--- src/rtl/spdif_tx_sched_if.sv ---
// Signal bundle between the audio source / SPDIF TX core and spdif_tx_sched.
// The scheduler takes the slave view; the source/TX side (or a bench) takes the master view.
interface spdif_tx_sched_if #(
   parameter int DATA_WIDTH = 24,
   parameter int FIFO_DEPTH = 4,
   parameter int CS_BITS    = 24
);
   localparam int LVL_W = $clog2(FIFO_DEPTH) + 1;

   // PCM handshake: a pair transfers on every clock where I_pcm_valid && O_pcm_ready.
   // The source keeps I_pcm_l/I_pcm_r stable while valid is high and not yet accepted;
   // O_pcm_ready never depends on I_pcm_valid.
   logic                  I_enable;
   logic [DATA_WIDTH-1:0] I_pcm_l;
   logic [DATA_WIDTH-1:0] I_pcm_r;
   logic                  I_pcm_valid;
   logic                  O_pcm_ready;
   logic [CS_BITS-1:0]    I_cs_cfg;
   logic                  I_audio_d_req;
   logic                  I_validity_bit_req;
   logic                  I_user_bit_req;
   logic                  I_chan_status_bit_req;
   logic                  I_block_start_flag;
   logic [DATA_WIDTH-1:0] O_audio_d;
   logic                  O_validity_bit;
   logic                  O_user_bit;
   logic                  O_chan_status_bit;
   logic [LVL_W-1:0]      O_fifo_level;
   logic                  O_underrun;
   logic [15:0]           O_underrun_cnt;
   logic                  O_running;
   logic [1:0]            O_dbg_state;

   modport slave (
      input  I_enable, I_pcm_l, I_pcm_r, I_pcm_valid, I_cs_cfg,
      input  I_audio_d_req, I_validity_bit_req, I_user_bit_req,
      input  I_chan_status_bit_req, I_block_start_flag,
      output O_pcm_ready, O_audio_d, O_validity_bit, O_user_bit, O_chan_status_bit,
      output O_fifo_level, O_underrun, O_underrun_cnt, O_running, O_dbg_state
   );

   modport master (
      output I_enable, I_pcm_l, I_pcm_r, I_pcm_valid, I_cs_cfg,
      output I_audio_d_req, I_validity_bit_req, I_user_bit_req,
      output I_chan_status_bit_req, I_block_start_flag,
      input  O_pcm_ready, O_audio_d, O_validity_bit, O_user_bit, O_chan_status_bit,
      input  O_fifo_level, O_underrun, O_underrun_cnt, O_running, O_dbg_state
   );
endinterface

--- src/rtl/spdif_tx_sched.sv ---
// SPDIF TX sequencer: buffers stereo PCM pairs and answers the TX core's per-subframe
// requests for audio, validity, user and channel-status bits, muting frames on underrun.
module spdif_tx_sched #(
   parameter int   DATA_WIDTH   = 24,
   parameter int   FIFO_DEPTH   = 4,
   parameter int   CS_BITS      = 24,
   parameter logic USER_BIT_VAL = 1'b0
) (
   input logic             I_clk,
   input logic             I_rst,
   spdif_tx_sched_if.slave bus
);
   localparam int PTR_W  = $clog2(FIFO_DEPTH);
   localparam int LVL_W  = PTR_W + 1;
   localparam int PAIR_W = 2 * DATA_WIDTH;
   localparam logic [7:0] LAST_FRAME = 8'd191;
   localparam int R_AUD = 0;
   localparam int R_VAL = 1;
   localparam int R_USR = 2;
   localparam int R_CS  = 3;
   localparam int R_BLK = 4;

   typedef enum logic [1:0] {
      ST_IDLE     = 2'd0,
      ST_WAIT_BLK = 2'd1,
      ST_RUN      = 2'd2
   } state_e;

   state_e                state_q, state_d;
   logic [4:0]            req_q, req_d, req_rise;
   logic [PAIR_W-1:0]     mem_q [FIFO_DEPTH];
   logic [PAIR_W-1:0]     mem_d [FIFO_DEPTH];
   logic [PTR_W-1:0]      wr_ptr_q, wr_ptr_d, rd_ptr_q, rd_ptr_d;
   logic [LVL_W-1:0]      level_q, level_d;
   logic                  side_q, side_d, side_eff;
   logic                  muted_q, muted_d;
   logic [7:0]            frame_idx_q, frame_idx_d, idx_eff;
   logic [CS_BITS-1:0]    cs_q, cs_d, cs_eff;
   logic [191:0]          cs_frame;
   logic [DATA_WIDTH-1:0] hold_r_q, hold_r_d, audio_q, audio_d;
   logic                  validity_q, validity_d, user_q, user_d;
   logic                  cs_bit_q, cs_bit_d, underrun_q, underrun_d;
   logic [15:0]           underrun_cnt_q, underrun_cnt_d;
   logic                  full, empty, ready, push, pop;

   always_comb begin
      req_d    = {bus.I_block_start_flag, bus.I_chan_status_bit_req, bus.I_user_bit_req,
                  bus.I_validity_bit_req, bus.I_audio_d_req};
      req_rise = req_d & ~req_q;
      full     = (level_q == LVL_W'(FIFO_DEPTH));
      empty    = (level_q == '0);
      ready    = (state_q != ST_IDLE) && !full;
      push     = bus.I_pcm_valid && ready;
      pop      = 1'b0;

      state_d        = state_q;
      mem_d          = mem_q;
      wr_ptr_d       = wr_ptr_q;
      rd_ptr_d       = rd_ptr_q;
      side_d         = side_q;
      muted_d        = muted_q;
      frame_idx_d    = frame_idx_q;
      cs_d           = cs_q;
      hold_r_d       = hold_r_q;
      audio_d        = audio_q;
      validity_d     = validity_q;
      user_d         = user_q;
      cs_bit_d       = cs_bit_q;
      underrun_d     = 1'b0;
      underrun_cnt_d = underrun_cnt_q;
      idx_eff        = frame_idx_q;
      side_eff       = side_q;
      cs_eff         = cs_q;
      cs_frame       = '0;

      if (state_q != ST_RUN) begin
         audio_d    = '0;
         validity_d = 1'b1;
         user_d     = USER_BIT_VAL;
         cs_bit_d   = 1'b0;
         muted_d    = 1'b1;
      end

      case (state_q)
         ST_IDLE: begin
            if (bus.I_enable) state_d = ST_WAIT_BLK;
         end
         ST_WAIT_BLK: begin
            if (!bus.I_enable) begin
               state_d = ST_IDLE;
            end else if (req_rise[R_BLK]) begin
               frame_idx_d = '0;
               side_d      = 1'b0;
               cs_d        = bus.I_cs_cfg;
               state_d     = ST_RUN;
            end
         end
         ST_RUN: begin
            // A block start is applied first, so requests in the same cycle see the realigned frame.
            if (req_rise[R_BLK]) begin
               idx_eff  = '0;
               side_eff = 1'b0;
               cs_eff   = bus.I_cs_cfg;
            end
            cs_frame    = 192'(cs_eff);
            frame_idx_d = idx_eff;
            side_d      = side_eff;
            cs_d        = cs_eff;
            if (req_rise[R_AUD]) begin
               if (!side_eff) begin
                  if (!empty) begin
                     pop      = 1'b1;
                     audio_d  = mem_q[rd_ptr_q][PAIR_W-1:DATA_WIDTH];
                     hold_r_d = mem_q[rd_ptr_q][DATA_WIDTH-1:0];
                     muted_d  = 1'b0;
                  end else begin
                     audio_d    = '0;
                     muted_d    = 1'b1;
                     underrun_d = 1'b1;
                     if (underrun_cnt_q != 16'hFFFF) underrun_cnt_d = underrun_cnt_q + 16'd1;
                  end
               end else begin
                  audio_d     = muted_q ? '0 : hold_r_q;
                  frame_idx_d = (idx_eff == LAST_FRAME) ? 8'd0 : idx_eff + 8'd1;
               end
               side_d = ~side_eff;
            end
            if (req_rise[R_VAL]) validity_d = muted_d;
            if (req_rise[R_CS])  cs_bit_d   = cs_frame[idx_eff];
            if (req_rise[R_USR]) user_d     = USER_BIT_VAL;
            // Disable only takes effect on a frame boundary so the RIGHT word is never dropped.
            if (!bus.I_enable && !side_d) state_d = ST_IDLE;
         end
         default: state_d = ST_IDLE;
      endcase

      if (push) begin
         mem_d[wr_ptr_q] = {bus.I_pcm_l, bus.I_pcm_r};
         wr_ptr_d        = wr_ptr_q + 1'b1;
      end
      if (pop) rd_ptr_d = rd_ptr_q + 1'b1;
      level_d = level_q + LVL_W'(push) - LVL_W'(pop);
   end

   always_ff @(posedge I_clk) begin
      if (I_rst) begin
         state_q        <= ST_IDLE;
         req_q          <= '0;
         wr_ptr_q       <= '0;
         rd_ptr_q       <= '0;
         level_q        <= '0;
         side_q         <= 1'b0;
         muted_q        <= 1'b1;
         frame_idx_q    <= '0;
         cs_q           <= '0;
         hold_r_q       <= '0;
         audio_q        <= '0;
         validity_q     <= 1'b1;
         user_q         <= USER_BIT_VAL;
         cs_bit_q       <= 1'b0;
         underrun_q     <= 1'b0;
         underrun_cnt_q <= '0;
         for (int i = 0; i < FIFO_DEPTH; i++) mem_q[i] <= '0;
      end else begin
         state_q        <= state_d;
         req_q          <= req_d;
         wr_ptr_q       <= wr_ptr_d;
         rd_ptr_q       <= rd_ptr_d;
         level_q        <= level_d;
         side_q         <= side_d;
         muted_q        <= muted_d;
         frame_idx_q    <= frame_idx_d;
         cs_q           <= cs_d;
         hold_r_q       <= hold_r_d;
         audio_q        <= audio_d;
         validity_q     <= validity_d;
         user_q         <= user_d;
         cs_bit_q       <= cs_bit_d;
         underrun_q     <= underrun_d;
         underrun_cnt_q <= underrun_cnt_d;
         for (int i = 0; i < FIFO_DEPTH; i++) mem_q[i] <= mem_d[i];
      end
   end

   assign bus.O_pcm_ready       = ready;
   assign bus.O_audio_d         = audio_q;
   assign bus.O_validity_bit    = validity_q;
   assign bus.O_user_bit        = user_q;
   assign bus.O_chan_status_bit = cs_bit_q;
   assign bus.O_fifo_level      = level_q;
   assign bus.O_underrun        = underrun_q;
   assign bus.O_underrun_cnt    = underrun_cnt_q;
   assign bus.O_running         = (state_q == ST_RUN);
   assign bus.O_dbg_state       = state_q;
endmodule

--- src/flat_wrapper.sv ---
// flat-port wrapper written by rule: the top's interface ports become plain ports
module spdif_tx_sched_flat 
#(
   parameter int   DATA_WIDTH   = 24,
   parameter int   FIFO_DEPTH   = 4,
   parameter int   CS_BITS      = 24,
   parameter logic USER_BIT_VAL = 1'b0
)
  (I_clk, I_rst, bus_I_enable, bus_I_pcm_l, bus_I_pcm_r, bus_I_pcm_valid, bus_I_cs_cfg, bus_I_audio_d_req, bus_I_validity_bit_req, bus_I_user_bit_req, bus_I_chan_status_bit_req, bus_I_block_start_flag, bus_O_pcm_ready, bus_O_audio_d, bus_O_validity_bit, bus_O_user_bit, bus_O_chan_status_bit, bus_O_fifo_level, bus_O_underrun, bus_O_underrun_cnt, bus_O_running, bus_O_dbg_state);
  spdif_tx_sched_if #(.DATA_WIDTH(DATA_WIDTH), .FIFO_DEPTH(FIFO_DEPTH), .CS_BITS(CS_BITS)) bus_i ();
  input logic I_clk;
  input logic I_rst;
  input wire logic [$bits(bus_i.I_enable)-1:0] bus_I_enable;
  input wire logic [$bits(bus_i.I_pcm_l)-1:0] bus_I_pcm_l;
  input wire logic [$bits(bus_i.I_pcm_r)-1:0] bus_I_pcm_r;
  input wire logic [$bits(bus_i.I_pcm_valid)-1:0] bus_I_pcm_valid;
  input wire logic [$bits(bus_i.I_cs_cfg)-1:0] bus_I_cs_cfg;
  input wire logic [$bits(bus_i.I_audio_d_req)-1:0] bus_I_audio_d_req;
  input wire logic [$bits(bus_i.I_validity_bit_req)-1:0] bus_I_validity_bit_req;
  input wire logic [$bits(bus_i.I_user_bit_req)-1:0] bus_I_user_bit_req;
  input wire logic [$bits(bus_i.I_chan_status_bit_req)-1:0] bus_I_chan_status_bit_req;
  input wire logic [$bits(bus_i.I_block_start_flag)-1:0] bus_I_block_start_flag;
  output wire logic [$bits(bus_i.O_pcm_ready)-1:0] bus_O_pcm_ready;
  output wire logic [$bits(bus_i.O_audio_d)-1:0] bus_O_audio_d;
  output wire logic [$bits(bus_i.O_validity_bit)-1:0] bus_O_validity_bit;
  output wire logic [$bits(bus_i.O_user_bit)-1:0] bus_O_user_bit;
  output wire logic [$bits(bus_i.O_chan_status_bit)-1:0] bus_O_chan_status_bit;
  output wire logic [$bits(bus_i.O_fifo_level)-1:0] bus_O_fifo_level;
  output wire logic [$bits(bus_i.O_underrun)-1:0] bus_O_underrun;
  output wire logic [$bits(bus_i.O_underrun_cnt)-1:0] bus_O_underrun_cnt;
  output wire logic [$bits(bus_i.O_running)-1:0] bus_O_running;
  output wire logic [$bits(bus_i.O_dbg_state)-1:0] bus_O_dbg_state;
  assign bus_i.I_enable = bus_I_enable;
  assign bus_i.I_pcm_l = bus_I_pcm_l;
  assign bus_i.I_pcm_r = bus_I_pcm_r;
  assign bus_i.I_pcm_valid = bus_I_pcm_valid;
  assign bus_i.I_cs_cfg = bus_I_cs_cfg;
  assign bus_i.I_audio_d_req = bus_I_audio_d_req;
  assign bus_i.I_validity_bit_req = bus_I_validity_bit_req;
  assign bus_i.I_user_bit_req = bus_I_user_bit_req;
  assign bus_i.I_chan_status_bit_req = bus_I_chan_status_bit_req;
  assign bus_i.I_block_start_flag = bus_I_block_start_flag;
  assign bus_O_pcm_ready = bus_i.O_pcm_ready;
  assign bus_O_audio_d = bus_i.O_audio_d;
  assign bus_O_validity_bit = bus_i.O_validity_bit;
  assign bus_O_user_bit = bus_i.O_user_bit;
  assign bus_O_chan_status_bit = bus_i.O_chan_status_bit;
  assign bus_O_fifo_level = bus_i.O_fifo_level;
  assign bus_O_underrun = bus_i.O_underrun;
  assign bus_O_underrun_cnt = bus_i.O_underrun_cnt;
  assign bus_O_running = bus_i.O_running;
  assign bus_O_dbg_state = bus_i.O_dbg_state;
  spdif_tx_sched #(.DATA_WIDTH(DATA_WIDTH), .FIFO_DEPTH(FIFO_DEPTH), .CS_BITS(CS_BITS), .USER_BIT_VAL(USER_BIT_VAL)) u_core (.I_clk(I_clk), .I_rst(I_rst), .bus(bus_i));
endmodule
--- config.mk ---
export PLATFORM = sky130hd
export DESIGN_NAME = spdif_tx_sched_flat
export DESIGN_NICKNAME = d
export VERILOG_FILES = /design/src/rtl/spdif_tx_sched_if.sv /design/src/rtl/spdif_tx_sched.sv /design/src/flat_wrapper.sv
export SDC_FILE = /design/constraint.sdc
export NUM_CORES = 1
export LEC_CHECK = 0
export CORE_ASPECT_RATIO = 0.9
export CORE_UTILIZATION = 30
export DETAILED_ROUTE_END_ITERATION = 7
export GPL_TIMING_DRIVEN = 0
export HOLD_SLACK_MARGIN = 0.08
export PLACE_DENSITY_LB_ADDON = 0.15
export RECOVER_POWER = 50
export SLEW_MARGIN = 25
export SYNTH_ARGS = -nofsm -noshare
export SYNTH_HDL_FRONTEND = slang
export SYNTH_SLANG_ARGS = --single-unit
export TNS_END_PERCENT = 100
--- constraint.sdc ---
create_clock -name I_clk -period 4.96 [get_ports I_clk]
set_clock_uncertainty 0.05 [all_clocks]
set_input_delay 0.992 -clock I_clk [delete_from_list [all_inputs] [get_ports I_clk]]
set_output_delay 0.992 -clock I_clk [all_outputs]
set_load 0.005 [all_outputs]
* Word level (Yosys, flattened, before mapping)
Index checks and enable logic that the tools add are counted.
Storage, ports and cells: input bits 81, output and inout bits 51, bits in registers 308
Operators by class: add/subtract/negate cells 6, order comparisons 4, equal/unequal tests 10, bitwise gates (word level) 8, mux-type cells 54, reduce and logical (&&, ||, !) cells 16
Operators with widths (count):
- 24-bit two-way mux | 9
- 192-bit bitwise mux | 1
- 48-bit two-way mux | 3
- 48-bit binary-select mux with 2-bit select | 1
- 48-bit demux with 2-bit select | 1
- 8-bit two-way mux | 6
- 24-bit case mux with 2 select lines | 1
- 1-bit two-way mux | 24
- 16-bit by 1-bit adder with 16-bit output (second input constant) | 1
- 16-bit inequality test (second input constant) | 1
- 8-bit case mux with 2 select lines | 1
- 8-bit by 9-bit < comparator with 1-bit output (second input constant) | 1
- 8-bit by 1-bit adder with 8-bit output (second input constant) | 1
- 1-bit binary-select mux with 8-bit select | 1
- 8-bit equality test (second input constant) | 1
- 2-bit two-way mux | 4
- 3-bit >= comparator (second input constant) | 2
- 2-bit inequality test (second input constant) | 3
- 2-bit NOT with 3-bit output | 2
- 2-bit case mux with 3 select lines | 1
- 5-bit AND | 1
- 5-bit NOT | 1
- 5-bit AND reduction | 1
- 2-bit by 1-bit adder with 2-bit output (second input constant) | 2
- other kinds (19) | 28

* Logic depth before layout (Yosys ltp)
depth in word-level cells 11, depth in mapped cells 14, depth with buffers taken out 12

* Least setup slack after synthesis
OpenSTA, ideal clock, no wires.
kind input port to flip-flop, start in bus_I_block_start_flag, end reg u_core.level_q[2], in the netlist u_core.bus.O_fifo_level[2], setup time 0.128 ns, stages 14, slack 1.499 ns, data required time 4.782 ns, arrival 3.283 ns, cells stage by stage nand2b_1 -> clkbuf_1 -> a21oi_1 -> nand2_1 -> inv_2 -> buf_2 -> ha_1 -> inv_1 -> ha_1 -> inv_1 -> fa_1 -> xor2_1 -> xnor2_1 -> nor2_1
Between the ends: cells in the longest elaborated chain, start to end 7
RTL lines:
- start, declared | RTL line flat_wrapper.sv:22 | input wire logic [$bits(bus_i.I_block_start_flag)-1:0] bus_I_block_start_flag;
- 5-bit AND | RTL line spdif_tx_sched.sv:49 | req_rise = req_d & ~req_q;
- 1-bit two-way mux | RTL line spdif_tx_sched.sv:100 | if (req_rise[R_BLK]) begin
- 1-bit two-way mux | RTL line spdif_tx_sched.sv:84 | case (state_q)
- 1-bit two-way mux | RTL line spdif_tx_sched.sv:110 | if (!side_eff) begin
- 1-bit two-way mux | RTL line spdif_tx_sched.sv:109 | if (req_rise[R_AUD]) begin
- 1-bit two-way mux | RTL line spdif_tx_sched.sv:84
- net u_core.pop | RTL line spdif_tx_sched.sv:44 | logic full, empty, ready, push, pop;
- 3-bit by 1-bit subtractor with 3-bit output | RTL line spdif_tx_sched.sv:142 | level_d = level_q + LVL_W'(push) - LVL_W'(pop);
- end signal, assigned | RTL line spdif_tx_sched.sv:169 | level_q <= level_d;
- end, declared | RTL line spdif_tx_sched.sv:34 | logic [LVL_W-1:0] level_q, level_d;
The timed path passes the listed nets, and every way through them passes these cells. The select of a mux whose other input is x is not followed. A chain may end at the register's enable or synchronous reset.

* Worst setup path after layout
Same ends and word-level chain as after synthesis.

==> flow_summary.toml <==
[synth]
ys_async_sr_fraction_pct = 0
ys_warn_count = 0
synthesis.instances = 1483
synth_cell_types = 56
synth_area_mm2 = 0.0126
synth_ff_type = "dfxtp_1"
ys_seq_elements = 308
syn_area_per_cell_um2 = 8.53
synth_nets = 1573
seq_area_frac_synth_pct = 48.7
synth_edf_count = 0

[sta]
setup_tns_ns = 0
finalCritPeriodShare_pct = 93.7
rsz0062_at_grt = "no"
slew_viol_final = 0
worst_pin_slew_ns = 1.01
clock.fmax_mhz = 215
setup_viol = 0
finalCriticalPeriod_ns = 4.65
relSlewSlack_pct = 32.5
hold_viol_final = 0

[power_and_ir_drop]
ir_drop_uv = 188
power.leakage_nw = 5.22
power_mw = 5.49
p_per_area_mw_per_mm2 = 348

[cells_and_area]
area_growth_pct = 24.6
finish.utilization_pct = 38.4
multi_input_area_mm2 = 0.00597
finalNetCount = 1741
nFillCells = 4179
layout_commonest_cell = "nand2_1"
regArea_mm2 = 0.00617
stdcell_area_mm2 = 0.0158
antenna_cells = 0
most-common-layout-cells = "502 x nand2_1, 308 x dfxtp_1, 257 x a21oi_1"
layout-drive-gt1-share_pct = 7.48

[floorplan]
core-area_mm2 = 0.0411
dieArea_mm2 = 0.0430
pin_count = 132
start_util_pct = 30.8
die_w_um = 218
die_h_um = 197
rows = 70

[grt]
antenna_found_initial = 0
grt_pass1_wl_mm = 65.1
grt_remaining_overflow = 0
track_usage_pct = 20.0
grt_max_degree = 14
grt_pass1_vias = 10700

[drt]
drtIter0Drc = 877
antenna_left = 0
dr.pass1.iters = 5
via_count = 11100
drc = 0
vias_per_cell = 5.02
drt_wl_total_mm = 42.8
wire_per_inst_um = 19.3

[critical_path]
worst_setup_path_end_kind = "register"
crit_chain = "dlygate4sd3_1 -> nand2b_1 -> clkbuf_1 -> a21oi_1 -> nand2_1 -> inv_2 -> buf_2 -> ha_1 -> inv_1 -> ha_1 -> inv_1 -> fa_1 -> xor2_1 -> xnor2_1 -> nor2_1"
reg2regPathDepth = 14
critical_path_class = "in -> reg"
cp-start-kind = "input port"
required_ns = 5.29
crit_path_max_incr_delay_ns = 0.86
cp_max_fo = 10
crit_slowest_cell = "a21oi_1"
cp_data_arrival_time_ns = 4.98

[cts]
root_buffer = "clkbuf_16"
cts_tree = "done"
cts_setup_buffers = 0
clk_latency_ns = 0.53
cts_hold_buf = 0
cts_buffers = 35
clock_sinks = 308
clkTransAtPathRegs_ns = 0.06
post_cts_resized = 0
ctsHtreeMaxLevel = 2
clockBufferDepth = 3

[status]
status = "finished, final reports clean"

[worst_hold_path]
hp-class = "reg -> reg"
min_path_cells = 2

[placed_design]
placed_area_mm2 = 0.0146
gp_congestion = 0.840
dp.final_hpwl_mm = 30.1
io_buffers = 131

[flow_run]
max_cap_viol_count = 0
-- state kept, by name, summed over array words and instances, names as in the netlist --
name,count
u_core.mem_q,192
u_core.side_q,1
u_core.bus.O_validity_bit,1
u_core.bus.O_chan_status_bit,1
u_core.bus.O_audio_d,24
u_core.bus.O_fifo_level,3
u_core.muted_q,1
u_core.frame_idx_q,8
u_core.wr_ptr_q,2
u_core.bus.O_underrun_cnt,16
u_core.req_q,5
u_core.rd_ptr_q,2
u_core.hold_r_q,24
u_core.bus.O_dbg_state,2
u_core.bus.O_user_bit,1
u_core.bus.O_underrun,1
u_core.cs_q,24
-- synth_stat cells (all sizes together) (6+ instances only) --
cell type  instances  share of area [%]
nand2            502                 15
nor2              58                1.7
dfxtp            308                 49
a211oi            28                1.7
o21ai             13               0.54
xor2               7               0.48
nand3              6               0.24
xnor2              6               0.42
and2               7               0.35
a21oi            257                 10
a22oi             24                1.4
nor2b              9               0.45
ha                 8               0.79
mux4              55                9.9
clkbuf            87                2.6
inv               13               0.39
buf               26                1.0
-- critical path: cells and delay by family --
kind	cells	cell delay (ns)
AOI/OAI and AO/OA	1	0.86
xor gates and xnor gates	2	0.31
adders and majority gates	3	0.76
buffers and inverters	6	1.46
and+or+nand+nor	3	0.59
-- routing by layer --
metal | GRT usage (%) | up-vias | wire length, µm
met5 | 0 | - | 0
met4 | 5.59 | 0 | 895
met3 | 3.77 | 41 | 2830
met2 | 30.7 | 343 | 19300
met1 | 28.5 | 5311 | 19800
li1 | - | 5405 | -
-- stage by stage --
step / setup slack [ns] / hold slack, ns / std cells
finish: 0.310 / 0.399 / 2211
global route: 0.137 / 0.419 / 2211
detailed placement: -0.100 / 0.393 / 2154
CTS: 0.416 / 0.401 / 2211
floorplan: 1.50 / 0.382 / 1483
global placement: -0.109 / 0.389 / 2154
-- cell type report --
cell class                 count  share of cell area (%)
multi-input combinational   1049                    37.9
sequential                   308                    39.1
buffer                       113                    2.87
timing repair buffer         131                    8.32
clock buffer                  48                    6.38
inverter                      13                   0.310
clock inverter                 9                   0.857
tap                          540                    4.29
-- worst paths after layout --
path	from	end	slack [ns]
max reg2reg	u_core.req_q[4]	u_core.bus.O_fifo_level[2]	0.97
max	bus_I_block_start_flag	u_core.bus.O_fifo_level[2]	0.31
min	u_core.cs_q[1]	u_core.cs_q[1]	0.40
min reg2reg	u_core.cs_q[1]	u_core.cs_q[1]	0.40
-- where the power goes --
group          total [mW]  leakage (nW)  internal [mW]  switching (mW)
registers            2.52          2.49           2.51          0.0180
clock network        2.63         0.563           1.57            1.06
logic               0.333          2.17          0.125           0.207
total                5.49          5.22           4.20            1.29
-- kinds of logic (layout without fill, tap and decap cells) --
group | Yosys count | after routing | synth area share, %
and+or+nand+nor | 621 | 621 | 19.8
AOI/OAI and AO/OA | 348 | 348 | 15.5
DFF | 308 | 308 | 48.7
buffers and inverters | 126 | 314 | 3.98
muxes | 58 | 58 | 10.1
xor gates and xnor gates | 13 | 13 | 0.900
adders and majority gates | 9 | 9 | 0.950
Note: power is estimated with default switching activity, not from simulation.
